## src/rtl/omp_pkg.sv

```systemverilog
// Shared widths and FSM encoding for the OMP reconstruction datapath.
package omp_pkg;
  localparam int DW        = 24;
  localparam int LANES     = 4;
  localparam int WORD_W    = DW * LANES;
  localparam int COL_W     = 6;
  localparam int ROW_W     = 3;
  localparam int Q_FRAC    = 13;
  localparam int MAX_K_DEF = 8;

  typedef enum logic [2:0] {
    ST_IDLE,
    ST_CHECK,
    ST_FETCH,
    ST_DRAIN,
    ST_DONE
  } state_t;
endpackage

```

## src/rtl/lambda_set.sv

```systemverilog
// Ordered support list of selected column indices with parallel membership compare.
module lambda_set
  import omp_pkg::*;
#(
  parameter int MAX_K = MAX_K_DEF
) (
  input  logic                     clk,
  input  logic                     rst,
  input  logic                     clear,
  input  logic                     push,
  input  logic [COL_W-1:0]         push_val,
  input  logic [COL_W-1:0]         probe,
  output logic                     hit,
  output logic [3:0]               count,
  output logic [COL_W*MAX_K-1:0]   list
);

  // NOTE: the list is a handful of flops driving a visible output port, so it is
  // reset explicitly rather than treated like RAM contents left undefined.
  always_ff @(posedge clk) begin
    if (rst || clear) begin
      list  <= '0;
      count <= '0;
    end else if (push && count < 4'(MAX_K)) begin
      for (int i = 0; i < MAX_K; i++) begin
        if (4'(i) == count) list[i*COL_W +: COL_W] <= push_val;
      end
      count <= count + 4'd1;
    end
  end

  // Only the first count entries are live; stale slots never produce a hit.
  always_comb begin
    hit = 1'b0;
    for (int i = 0; i < MAX_K; i++) begin
      if (4'(i) < count && list[i*COL_W +: COL_W] == probe) hit = 1'b1;
    end
  end

endmodule

```

## src/rtl/atom_fetch.sv

```systemverilog
// Checks a winning column against the support set and copies its Phi column into A_s.
module atom_fetch
  import omp_pkg::*;
#(
  parameter int MAX_K = MAX_K_DEF
) (
  input  logic                     clk,
  input  logic                     rst,
  input  logic                     init,
  input  logic                     start_b,
  input  logic [COL_W-1:0]         lambda,
  input  logic [ROW_W-1:0]         M,
  output logic [COL_W+ROW_W-1:0]   phi_addr,
  input  logic [WORD_W-1:0]        phi_data,
  output logic                     as_we,
  output logic [ROW_W+ROW_W-1:0]   as_addr,
  output logic [WORD_W-1:0]        as_data,
  output logic [3:0]               k_count,
  output logic [COL_W*MAX_K-1:0]   lambda_list,
  output logic                     busy,
  output logic                     dup_err,
  output logic                     full_err,
  output logic                     done_b
);

  state_t           state;
  logic [COL_W-1:0] lam_q;
  logic [ROW_W-1:0] m_q;
  logic [ROW_W-1:0] w;
  logic             hit;
  logic             set_push;

  assign set_push = (state == ST_DRAIN) && !init;
  assign busy     = (state != ST_IDLE);
  // phi_data is already the BRAM's registered output, aligned with as_we.
  assign as_data  = as_we ? phi_data : '0;

  lambda_set #(.MAX_K(MAX_K)) u_set (
    .clk      (clk),
    .rst      (rst),
    .clear    (init),
    .push     (set_push),
    .push_val (lam_q),
    .probe    (lam_q),
    .hit      (hit),
    .count    (k_count),
    .list     (lambda_list)
  );

  // NOTE: every register here uses non-blocking assignment so all state
  // updates see pre-edge values, independent of statement order.
  always_ff @(posedge clk) begin
    if (rst) begin
      state    <= ST_IDLE;
      lam_q    <= '0;
      m_q      <= '0;
      w        <= '0;
      phi_addr <= '0;
      as_we    <= 1'b0;
      as_addr  <= '0;
      dup_err  <= 1'b0;
      full_err <= 1'b0;
      done_b   <= 1'b0;
    end else if (init) begin
      state    <= ST_IDLE;
      as_we    <= 1'b0;
      dup_err  <= 1'b0;
      full_err <= 1'b0;
      done_b   <= 1'b0;
    end else begin
      as_we  <= 1'b0;
      done_b <= 1'b0;
      case (state)
        ST_IDLE: begin
          if (start_b) begin
            lam_q    <= lambda;
            m_q      <= M;
            dup_err  <= 1'b0;
            full_err <= 1'b0;
            state    <= ST_CHECK;
          end
        end
        ST_CHECK: begin
          // A full list is reported in preference to a duplicate.
          if (k_count == 4'(MAX_K)) begin
            full_err <= 1'b1;
            done_b   <= 1'b1;
            state    <= ST_DONE;
          end else if (hit) begin
            dup_err <= 1'b1;
            done_b  <= 1'b1;
            state   <= ST_DONE;
          end else begin
            w        <= '0;
            phi_addr <= {lam_q, 3'd0};
            state    <= ST_FETCH;
          end
        end
        ST_FETCH: begin
          as_we   <= 1'b1;
          as_addr <= {k_count[2:0], w};
          if (w == m_q) begin
            state <= ST_DRAIN;
          end else begin
            w        <= w + 3'd1;
            phi_addr <= {lam_q, w + 3'd1};
          end
        end
        ST_DRAIN: begin
          done_b <= 1'b1;
          state  <= ST_DONE;
        end
        ST_DONE:  state <= ST_IDLE;
        default:  state <= ST_IDLE;
      endcase
    end
  end

endmodule
```

## config.mk

```make
export PLATFORM = sky130hd
export DESIGN_NAME = atom_fetch
export DESIGN_NICKNAME = d
export VERILOG_FILES = /design/src/rtl/omp_pkg.sv /design/src/rtl/lambda_set.sv /design/src/rtl/atom_fetch.sv
export SDC_FILE = /design/constraint.sdc
export NUM_CORES = 1
export LEC_CHECK = 0
export CORE_MARGIN = 4
export CORE_UTILIZATION = 25
export CTS_CLUSTER_SIZE = 10
export DETAILED_ROUTE_END_ITERATION = 12
export PLACE_DENSITY = 0.63
export SLEW_MARGIN = 20
export SYNTH_ARGS = -nofsm -noshare
export SYNTH_HDL_FRONTEND = slang
export SYNTH_SLANG_ARGS = --single-unit
```

## constraint.sdc

```tcl
create_clock -name clk -period 3.4 [get_ports clk]
set_input_delay 0.34 -clock clk [delete_from_list [all_inputs] [get_ports clk]]
set_output_delay 0.34 -clock clk [all_outputs]
set_load 0.05 [all_outputs]
```

==> results of run 1 <==
==> logic make-up (layout without fill, tap and decap cells) <==
| group | after synthesis | in the layout | synth area share (%) |
|---|---|---|---|
| buffers and inverters | 48 | 313 | 5.203 |
| multiplexers | 29 | 29 | 6.455 |
| AO/OA/AOI/OAI | 59 | 59 | 7.012 |
| flip-flops | 83 | 83 | 36.95 |
| XOR/XNOR | 53 | 53 | 10.32 |
| adder cells (fa/ha/maj) | 4 | 4 | 1.113 |
| other | 0 | 2 | 0 |
| AND/OR/NAND/NOR | 277 | 277 | 32.94 |
==> report_power, final <==
part           internal [mW]  switching [mW]  total, mW
clock                  0.650           0.420       1.07
combinational          0.163           0.105      0.268
sequential             0.979          0.0183      0.997
==> cells in the final DEF (no fill, tap or decap), types with 3 or more instances in the layout <==
cell	instances
nor2_1	44
o21ai_1	7
nand4_1	6
inv_1	4
clkbuf_16	9
nand3_1	36
nor4_1	8
o21a_1	3
nand3b_1	8
a21oi_1	45
buf_4	16
clkdlybuf4s50_1	276
ha_1	4
nand2b_1	4
mux2i_1	29
and2_1	97
xnor2_1	22
dfxtp_1	82
xor2_1	31
nor3_1	7
nand2_1	52
==> layout make-up <==
type,count,area [µm²],share of cell area (%)
diodes,2,5.005,0.06434
clock buffers,9,225.2,2.895
clock inverters,7,101.3,1.303
inverters,5,18.77,0.2413
multi-input cells,422,2601,33.44
flip-flops and latches,83,1663,21.38
well taps,225,281.5,3.619
repair buffers,292,2883,37.06
==> registers in the layout (all words and copies together), names as in the netlist <==
name,flops
as_addr,6
lam_q,6
state,3
full_err,1
done_b,1
as_we,1
phi_addr,9
dup_err,1
u_set.count,4
u_set.list,48
m_q,3
==> layer usage <==
layer | track usage (%) | up-vias | part of all wire (%)
li1 | - | 2345 | -
met1 | 18.56 | 2121 | 36
met2 | 32.80 | 169 | 54
met3 | 5.108 | 15 | 8.5
met4 | 4.192 | 0 | 1.2
met5 | 0 | - | 0
==> worst reg2reg max path: stages, from the launching register on <==
cell and delay (ns):
dfxtp_1 0.84, buf_4 0.26, xor2_1 0.15, a2111oi_0 0.09, nor4_1 0.37, and4_4 0.42
nor3b_1 0.07, o21a_1 0.20
==> worst paths after layout <==
| kind | start | to | slack [ns] | depth (start not counted) |
|---|---|---|---|---|
| max | as_we$_SDFF_PP0_ | as_data[45] | 0.61 | 3 |
| min | as_addr[0]$_SDFFE_PP0P_ | as_addr[0]$_SDFFE_PP0P_ | 0.46 | 2 |
| max reg2reg | lam_q[4]$_SDFFE_PP0P_ | phi_addr[0]$_SDFFE_PP0P_ | 0.89 | 7 |
| min reg2reg | as_addr[0]$_SDFFE_PP0P_ | as_addr[0]$_SDFFE_PP0P_ | 0.46 | 2 |
==> flow_summary.json, run 1 <==
{
  "ys_seq_elements": 83,
  "cts_hold_buf": 0,
  "place_hpwl_mm": 14.94,
  "grt_pass1_wl_mm": 26.69,
  "post-route-period-util_pct": 82.11,
  "relSlewSlack_pct": 41.49,
  "synth_largest_area_cell": "dfxtp_1",
  "dp_cells": 1027,
  "rows": 48,
  "peakVddDrop_uv": 193.1,
  "synthTopCellsByArea": "dfxtp_1 37%, and2_1 13%, mux2i_1 6.5%",
  "syn-mean-instance-area_um2": 8.132,
  "cts_sinks": 83,
  "fin_skew_ns": 0.006977,
  "portBuffers": 276,
  "drv_slew": 0,
  "nets": 926,
  "route.detailed.drc": 0,
  "avgRoutedWirePerCell_um": 17.69,
  "power_mw": 2.334,
  "crit_path_start_kind": "flip-flop",
  "clk_latency_ns": 0.34,
  "worst-setup-path-type": "flip-flop to output port",
  "grt_pass1_vias": 4416,
  "powerDensity_mw_per_mm2": 300.1,
  "crit_buf_inv": 2,
  "critPathRequiredTime_ns": 3.06,
  "h-tree-depth": 3,
  "fmax_mhz": 358.2,
  "postSynthCellCount": 553,
  "drt_iter0_markers": 150,
  "maxCapViolCount": 0,
  "cts_tree": "done",
  "crit_chain": "buf_4 > and2_1 > clkdlybuf4s50_1",
  "drt.antenna.violating_nets": 0,
  "whs_ns": 0.4564,
  "cp-end-kind": "output port",
  "layout_setup_ws_ns": 0.6082,
  "n_fill_cell": 1757,
  "final_area_mm2": 0.007779,
  "synth-edff-count": 0,
  "synth_ff_type": "dfxtp_1",
  "grt_overflow": 0,
  "ys_seq_area_share_pct": 36.95,
  "min_period_ns": 2.792,
  "crit_slowest_cell": "clkdlybuf4s50_1",
  "cpPeakStageDelay_ns": 0.86,
  "postCtsSetupBuffers": 0,
  "place_ws_ns": 0.8437,
  "die_area_mm2": 0.02020,
  "setup_tns_ns": 0,
  "arrival_ns": 2.45,
  "synthArstFlopShare_pct": 0,
  "chipWidth_um": 142.1,
  "clk_pin_slew_ns": 0.07,
  "final_cells": 1045,
  "wirelength_mm": 18.49,
  "grt_max_degree": 55,
  "syn_area_mm2": 0.004497,
  "status": "complete, no violations",
  "yosysUniqueCellTypes": 39,
  "core_mm2": 0.01748,
  "synth_most_common_cell": "and2_1",
  "grt_antenna_before_repair": 2,
  "start_util_pct": 25.73,
  "ys.warnings.count": 0,
  "synth_nets": 666,
  "routed-via-count": 4650,
  "root_buffer": "clkbuf_16",
  "path_delay_family": "buffers and inverters",
  "dpl_cell_area_mm2": 0.007447,
  "finalHoldViolations": 0,
  "synth_top_area_share_pct": 36.95,
  "rsz0062_at_grt": "no",
  "crit_fanout": 54,
  "ios": 277,
  "cts_buffers": 9,
  "hp-class": "flip-flop to flip-flop",
  "syn_to_final_growth_pct": 72.98,
  "dr.pass1.iters": 4,
  "power_leakage_nw": 2.932,
  "setup_viol": 0,
  "grt_use_total_pct": 17.23,
  "synthTopCellsByCount": "97 x and2_1, 83 x dfxtp_1, 52 x nand2_1",
  "clock_path_buffers": 2,
  "gp_congestion": 0.8440,
  "viasPerCell": 4.450,
  "worst_pin_slew_ns": 0.8655,
  "ctsResizeCount": 0,
  "dieHeight_um": 142.1,
  "utilization_pct": 44.51,
  "drive_gt1_share_pct": 4.890
}
Power figures use the tool's default switching activity.
==> run 2, diff against run 1 <==
--- a/config.mk
+++ b/config.mk
@@ -9,7 +9,7 @@
 export CORE_UTILIZATION = 25
 export CTS_CLUSTER_SIZE = 10
 export DETAILED_ROUTE_END_ITERATION = 12
-export PLACE_DENSITY = 0.63
+export PLACE_DENSITY = 0.65
 export SLEW_MARGIN = 20
 export SYNTH_ARGS = -nofsm -noshare
 export SYNTH_HDL_FRONTEND = slang
==> constraint.sdc (replaced) <==
create_clock -name clk -period 2.5 [get_ports clk]
set_input_delay 0.25 -clock clk [delete_from_list [all_inputs] [get_ports clk]]
set_output_delay 0.25 -clock clk [all_outputs]
set_load 0.05 [all_outputs]
==> run 2 against run 1 <==
Wire length rose by 2.1%. Sequential power rose by 34%. Power increased by 28%. Clock-buffer cell count up 2. Utilization shrank 0.31 points. Clock skew up 0.0013 ns. Sequential cell count is the same.
==> flow_summary.json, run 2 (synthesis gave the netlist of run 1 again) <==
{
  "grt_use_total_pct": 17.91,
  "h-tree-depth": 3,
  "cts_buffers": 9,
  "cp-end-kind": "output port",
  "clk_latency_ns": 0.34,
  "crit_chain": "buf_4 > and2_1 > clkdlybuf4s50_1",
  "reg2reg_to": "phi_addr[5]$_SDFFE_PP0P_",
  "gp_congestion": 0.8809,
  "die_area_mm2": 0.02020,
  "top_register": "u_set.list",
  "grt.busiest_layer": "met2",
  "grt_use_met3_pct": 4.335,
  "post-route-period-util_pct": 88.89,
  "routed-via-count": 4740,
  "wirelength_mm": 18.87,
  "ctsResizeCount": 0,
  "worstReg2RegStart": "u_set.count[1]$_SDFFE_PP0P_",
  "top_regs": "u_set.list (48), phi_addr (9)",
  "status": "complete, no violations",
  "crit_slowest_cell": "clkdlybuf4s50_1",
  "grt_antenna_before_repair": 4,
  "largest_reg_flops": 48,
  "syn_to_final_growth_pct": 71.79,
  "cts_tree": "done",
  "avgRoutedWirePerCell_um": 17.87,
  "min_period_ns": 2.222,
  "crit_path_start_kind": "flip-flop",
  "reg2reg_depth": 7,
  "crit_fanout": 47,
  "setup_viol": 0,
  "core_mm2": 0.01748,
  "chipWidth_um": 142.1,
  "cts_hold_buf": 0,
  "worst_pin_slew_ns": 0.5686,
  "relSlewSlack_pct": 61.98,
  "hp-class": "flip-flop to flip-flop",
  "peakVddDrop_uv": 278.4,
  "drt.antenna.violating_nets": 0,
  "place_hpwl_mm": 15.63,
  "layout_commonest_cell": "clkdlybuf4s50_1",
  "arrival_ns": 1.97,
  "grt_max_degree": 54,
  "power_leakage_nw": 3.074,
  "powerDensity_mw_per_mm2": 386.9,
  "cts_sinks": 83,
  "viasPerCell": 4.489,
  "hold_depth": 2,
  "grt_pass1_vias": 4604,
  "holdPathEnd": "as_addr[2]$_SDFFE_PP0P_",
  "clock_path_buffers": 2,
  "final_cell_mix": "225 x clkdlybuf4s50_1, 97 x and2_1, 82 x dfxtp_1",
  "worst-setup-path-type": "flip-flop to output port",
  "n_fill_cell": 1786,
  "nets": 935,
  "fin_skew_ns": 0.008298,
  "route.detailed.drc": 0,
  "use_met1_pct": 19.65,
  "r2r_setup_slack_ns": 0.28,
  "path_delay_family": "buffers and inverters",
  "drive_gt1_share_pct": 12.09,
  "critPathRequiredTime_ns": 2.25,
  "min_from": "as_addr[2]$_SDFFE_PP0P_",
  "grt_pass1_wl_mm": 27.68,
  "cpPeakStageDelay_ns": 0.83,
  "ff_latch_area_mm2": 0.001663,
  "maxCapViolCount": 0,
  "postCtsSetupBuffers": 0,
  "portBuffers": 276,
  "drv_slew": 0,
  "fmax_mhz": 450.0,
  "ios": 277,
  "setup_tns_ns": 0,
  "clk_pin_slew_ns": 0.06,
  "grt_overflow": 0,
  "root_buffer": "clkbuf_16",
  "rows": 48,
  "multi_input_area_mm2": 0.002601,
  "crit_buf_inv": 2,
  "finalHoldViolations": 0,
  "whs_ns": 0.4521,
  "rsz0062_at_grt": "no",
  "dr.pass1.iters": 4,
  "globalRouteMet2Util_pct": 32.92,
  "drt_iter0_markers": 184,
  "dieHeight_um": 142.1,
  "start_util_pct": 25.73
}
run 2: worst max path at each step:
stage                                             end                        start  slack [ns]  cells past startpoint
after floorplan              phi_addr[6]$_SDFFE_PP0P_  u_set.count[1]$_SDFFE_PP0P_        0.15                      9
after global placement       phi_addr[4]$_SDFFE_PP0P_  u_set.count[0]$_SDFFE_PP0P_        0.33                      7
after detailed placement  u_set.list[40]$_SDFFE_PP0P_                         init        0.29                      9
after CTS                                 as_data[78]             as_we$_SDFF_PP0_        0.24                      3
after global routing         phi_addr[4]$_SDFFE_PP0P_  u_set.count[1]$_SDFFE_PP0P_        0.03                      7
final                                     as_data[52]             as_we$_SDFF_PP0_        0.28                      3
run 2: final cells by class:
type                    instances  share of cell area [%]
diodes                          4                  0.1296
clock buffers                  11                   3.272
clock inverters                 5                  0.4859
inverters                       5                  0.2430
multi-input cells             422                   33.67
flip-flops and latches         83                   21.53
well taps                     225                   3.644
repair buffers                301                   37.03
run 2: worst reg2reg max path, delay by kind of cell (launching register included):
family                   cells  cell delay [ns]
AND/OR/NAND/NOR              2             0.37
AO/OA/AOI/OAI                3             0.78
flip-flops                   1             0.60
adder cells (fa/ha/maj)      1             0.23
buffers and inverters        1             0.12
run 2: metal layers:
layer | share of wire (%) | vias to the layer above | routed length (µm)
met4 | 2.6 | 0 | 486
li1 | - | 2368 | -
met3 | 7.6 | 21 | 1441
met1 | 37 | 2177 | 6894
met2 | 53 | 174 | 10050
met5 | 0 | - | 0
run 2: metrics by stage:
stage / std cells / setup WS, ns / total power, mW / util (%) / cell area (µm²)
6_report: 1056 / 0.2777 / 2.989 / 44.20 / 7725
3_3_place_gp: 1036 / 0.3288 / 1.756 / 42.48 / 7425
3_5_place_dp: 1036 / 0.2866 / 1.759 / 42.48 / 7425
5_1_grt: 1056 / 0.02905 / 3.112 / 44.20 / 7725
4_1_cts: 1052 / 0.2395 / 3.028 / 44.14 / 7715
2_1_floorplan: 553 / 0.1523 / 1.529 / - / 4497
run 2: power breakdown:
group | total, mW | internal (mW) | switching [mW]
Combinational | 0.383 | 0.230 | 0.153
Sequential | 1.34 | 1.33 | 0.0112
Clock | 1.26 | 0.728 | 0.534
==> run 3, diff against run 2 <==
--- a/config.mk
+++ b/config.mk
@@ -5,7 +5,7 @@
 export SDC_FILE = /design/constraint.sdc
 export NUM_CORES = 1
 export LEC_CHECK = 0
-export CORE_MARGIN = 4
+export CORE_MARGIN = 2
 export CORE_UTILIZATION = 25
 export CTS_CLUSTER_SIZE = 10
 export DETAILED_ROUTE_END_ITERATION = 12
==> run 3 against run 2 <==
Setup slack worse by 0.013 ns. Worst hold slack better by 0.0047 ns. Global-route usage up 0.11 points. Cell area up 1.7%. Sequential power about the same. Die area down 5.5%. First-iteration DRC count down 3.3%. Highest routed layer unchanged.
==> flow_summary.json, run 3 (synthesis gave the netlist of run 1 again) <==
{
  "status": "complete, no violations",
  "route.detailed.drc": 0,
  "gp_congestion": 0.8682,
  "min_period_ns": 2.236,
  "dpl_cell_area_mm2": 0.007522,
  "top_regs": "u_set.list (48), phi_addr (9)",
  "layout_setup_ws_ns": 0.2644,
  "crit_path_start_kind": "flip-flop",
  "hp-class": "flip-flop to flip-flop",
  "nets": 933,
  "wirelength_mm": 17.74,
  "post-route-period-util_pct": 89.43,
  "drt.antenna.violating_nets": 0,
  "viasPerCell": 4.448,
  "relSlewSlack_pct": 56.85,
  "num_antenna_cells": 0,
  "grt_use_total_pct": 18.02,
  "cts_tree": "done",
  "cts_hold_buf": 0,
  "root_buffer": "clkbuf_16",
  "power_leakage_nw": 2.985,
  "drt_iter0_markers": 178,
  "largest_reg_flops": 48,
  "setup_viol": 0,
  "crit_fanout": 97,
  "worst-setup-path-type": "flip-flop to output port",
  "worst_pin_slew_ns": 0.6466,
  "clk_pin_slew_ns": 0.06,
  "setup_tns_ns": 0,
  "h-tree-depth": 3,
  "fin_skew_ns": 0.009271,
  "arrival_ns": 1.99,
  "powerDensity_mw_per_mm2": 407.6,
  "final_area_mm2": 0.007860,
  "start_util_pct": 25.29,
  "rsz0062_at_grt": "no",
  "cp-end-kind": "output port",
  "postCtsSetupBuffers": 0,
  "place_hpwl_mm": 14.35,
  "drv_slew": 0,
  "die_area_mm2": 0.01908,
  "dr.pass1.iters": 4,
  "fmax_mhz": 447.3,
  "top_register": "u_set.list",
  "cts_sinks": 83,
  "peakVddDrop_uv": 261.9,
  "clk_latency_ns": 0.34,
  "grt_pass1_wl_mm": 26.64,
  "rows": 49,
  "finalHoldViolations": 0,
  "maxCapViolCount": 0,
  "portBuffers": 276,
  "layout_commonest_cell": "clkdlybuf4s50_1",
  "critPathRequiredTime_ns": 2.25,
  "whs_ns": 0.4568,
  "avgRoutedWirePerCell_um": 16.83,
  "ios": 277,
  "core_mm2": 0.01778,
  "cts_buffers": 9,
  "grt_max_degree": 98,
  "drive_gt1_share_pct": 6.061,
  "final_cell_mix": "273 x clkdlybuf4s50_1, 97 x and2_1, 82 x dfxtp_1",
  "n_fill_cell": 1777,
  "place_ws_ns": 0.3095,
  "chipWidth_um": 138.1,
  "dieHeight_um": 138.1,
  "syn_to_final_growth_pct": 74.79,
  "clock_path_buffers": 2,
  "grt_pass1_vias": 4537,
  "grt_overflow": 0,
  "routed-via-count": 4688,
  "grt_antenna_before_repair": 1,
  "ctsResizeCount": 0
}
run 3: per-stage QoR:
stage | power [mW] | utilization (%) | cells
floorplan | 1.529 | - | 553
global placement | 1.753 | 42.31 | 1038
detailed placement | 1.755 | 42.31 | 1038
CTS | 3.233 | 44.21 | 1054
global route | 3.306 | 44.21 | 1054
finish | 3.204 | 44.21 | 1054
run 3: final timing paths:
kind / start / endpoint / slack (ns) / cells after the start
setup reg to reg: u_set.count[0]$_SDFFE_PP0P_ / phi_addr[0]$_SDFFE_PP0P_ / 0.38 / 7
hold reg to reg: as_addr[5]$_SDFFE_PP0P_ / as_addr[5]$_SDFFE_PP0P_ / 0.46 / 2
setup / recovery: as_we$_SDFF_PP0_ / as_data[17] / 0.26 / 3
hold / removal: as_addr[5]$_SDFFE_PP0P_ / as_addr[5]$_SDFFE_PP0P_ / 0.46 / 2
run 3: layout make-up:
type	instances	area [µm²]	share of cell area (%)
flip-flops and latches	83	1663	21.16
well taps	229	286.5	3.645
inverters	5	18.77	0.2388
clock buffers	11	252.7	3.216
multi-input cells	422	2601	33.09
clock inverters	5	85.08	1.082
repair buffers	299	2953	37.57
run 3: worst max-delay path, cell delays in order (launching register included):
cell and delay (ns):
dfxtp_2 0.34, buf_12 0.27, and2_1 0.19, clkdlybuf4s50_1 0.82
run 3: metal layers:
| metal | wire [µm] | global-route usage, % | vias to the layer above |
|---|---|---|---|
| met5 | 0 | 0 | - |
| met4 | 410 | 5.585 | 0 |
| met3 | 929 | 4.745 | 22 |
| met2 | 9350 | 33.69 | 164 |
| met1 | 7050 | 19.86 | 2150 |
| li1 | - | - | 2352 |
run 3: report_power, final:
part           internal [mW]  leakage (nW)  switching (mW)
clock network          0.933         0.162           0.548
logic                  0.227          2.15           0.155
registers               1.33         0.670         0.00961
total                   2.49          2.99           0.713
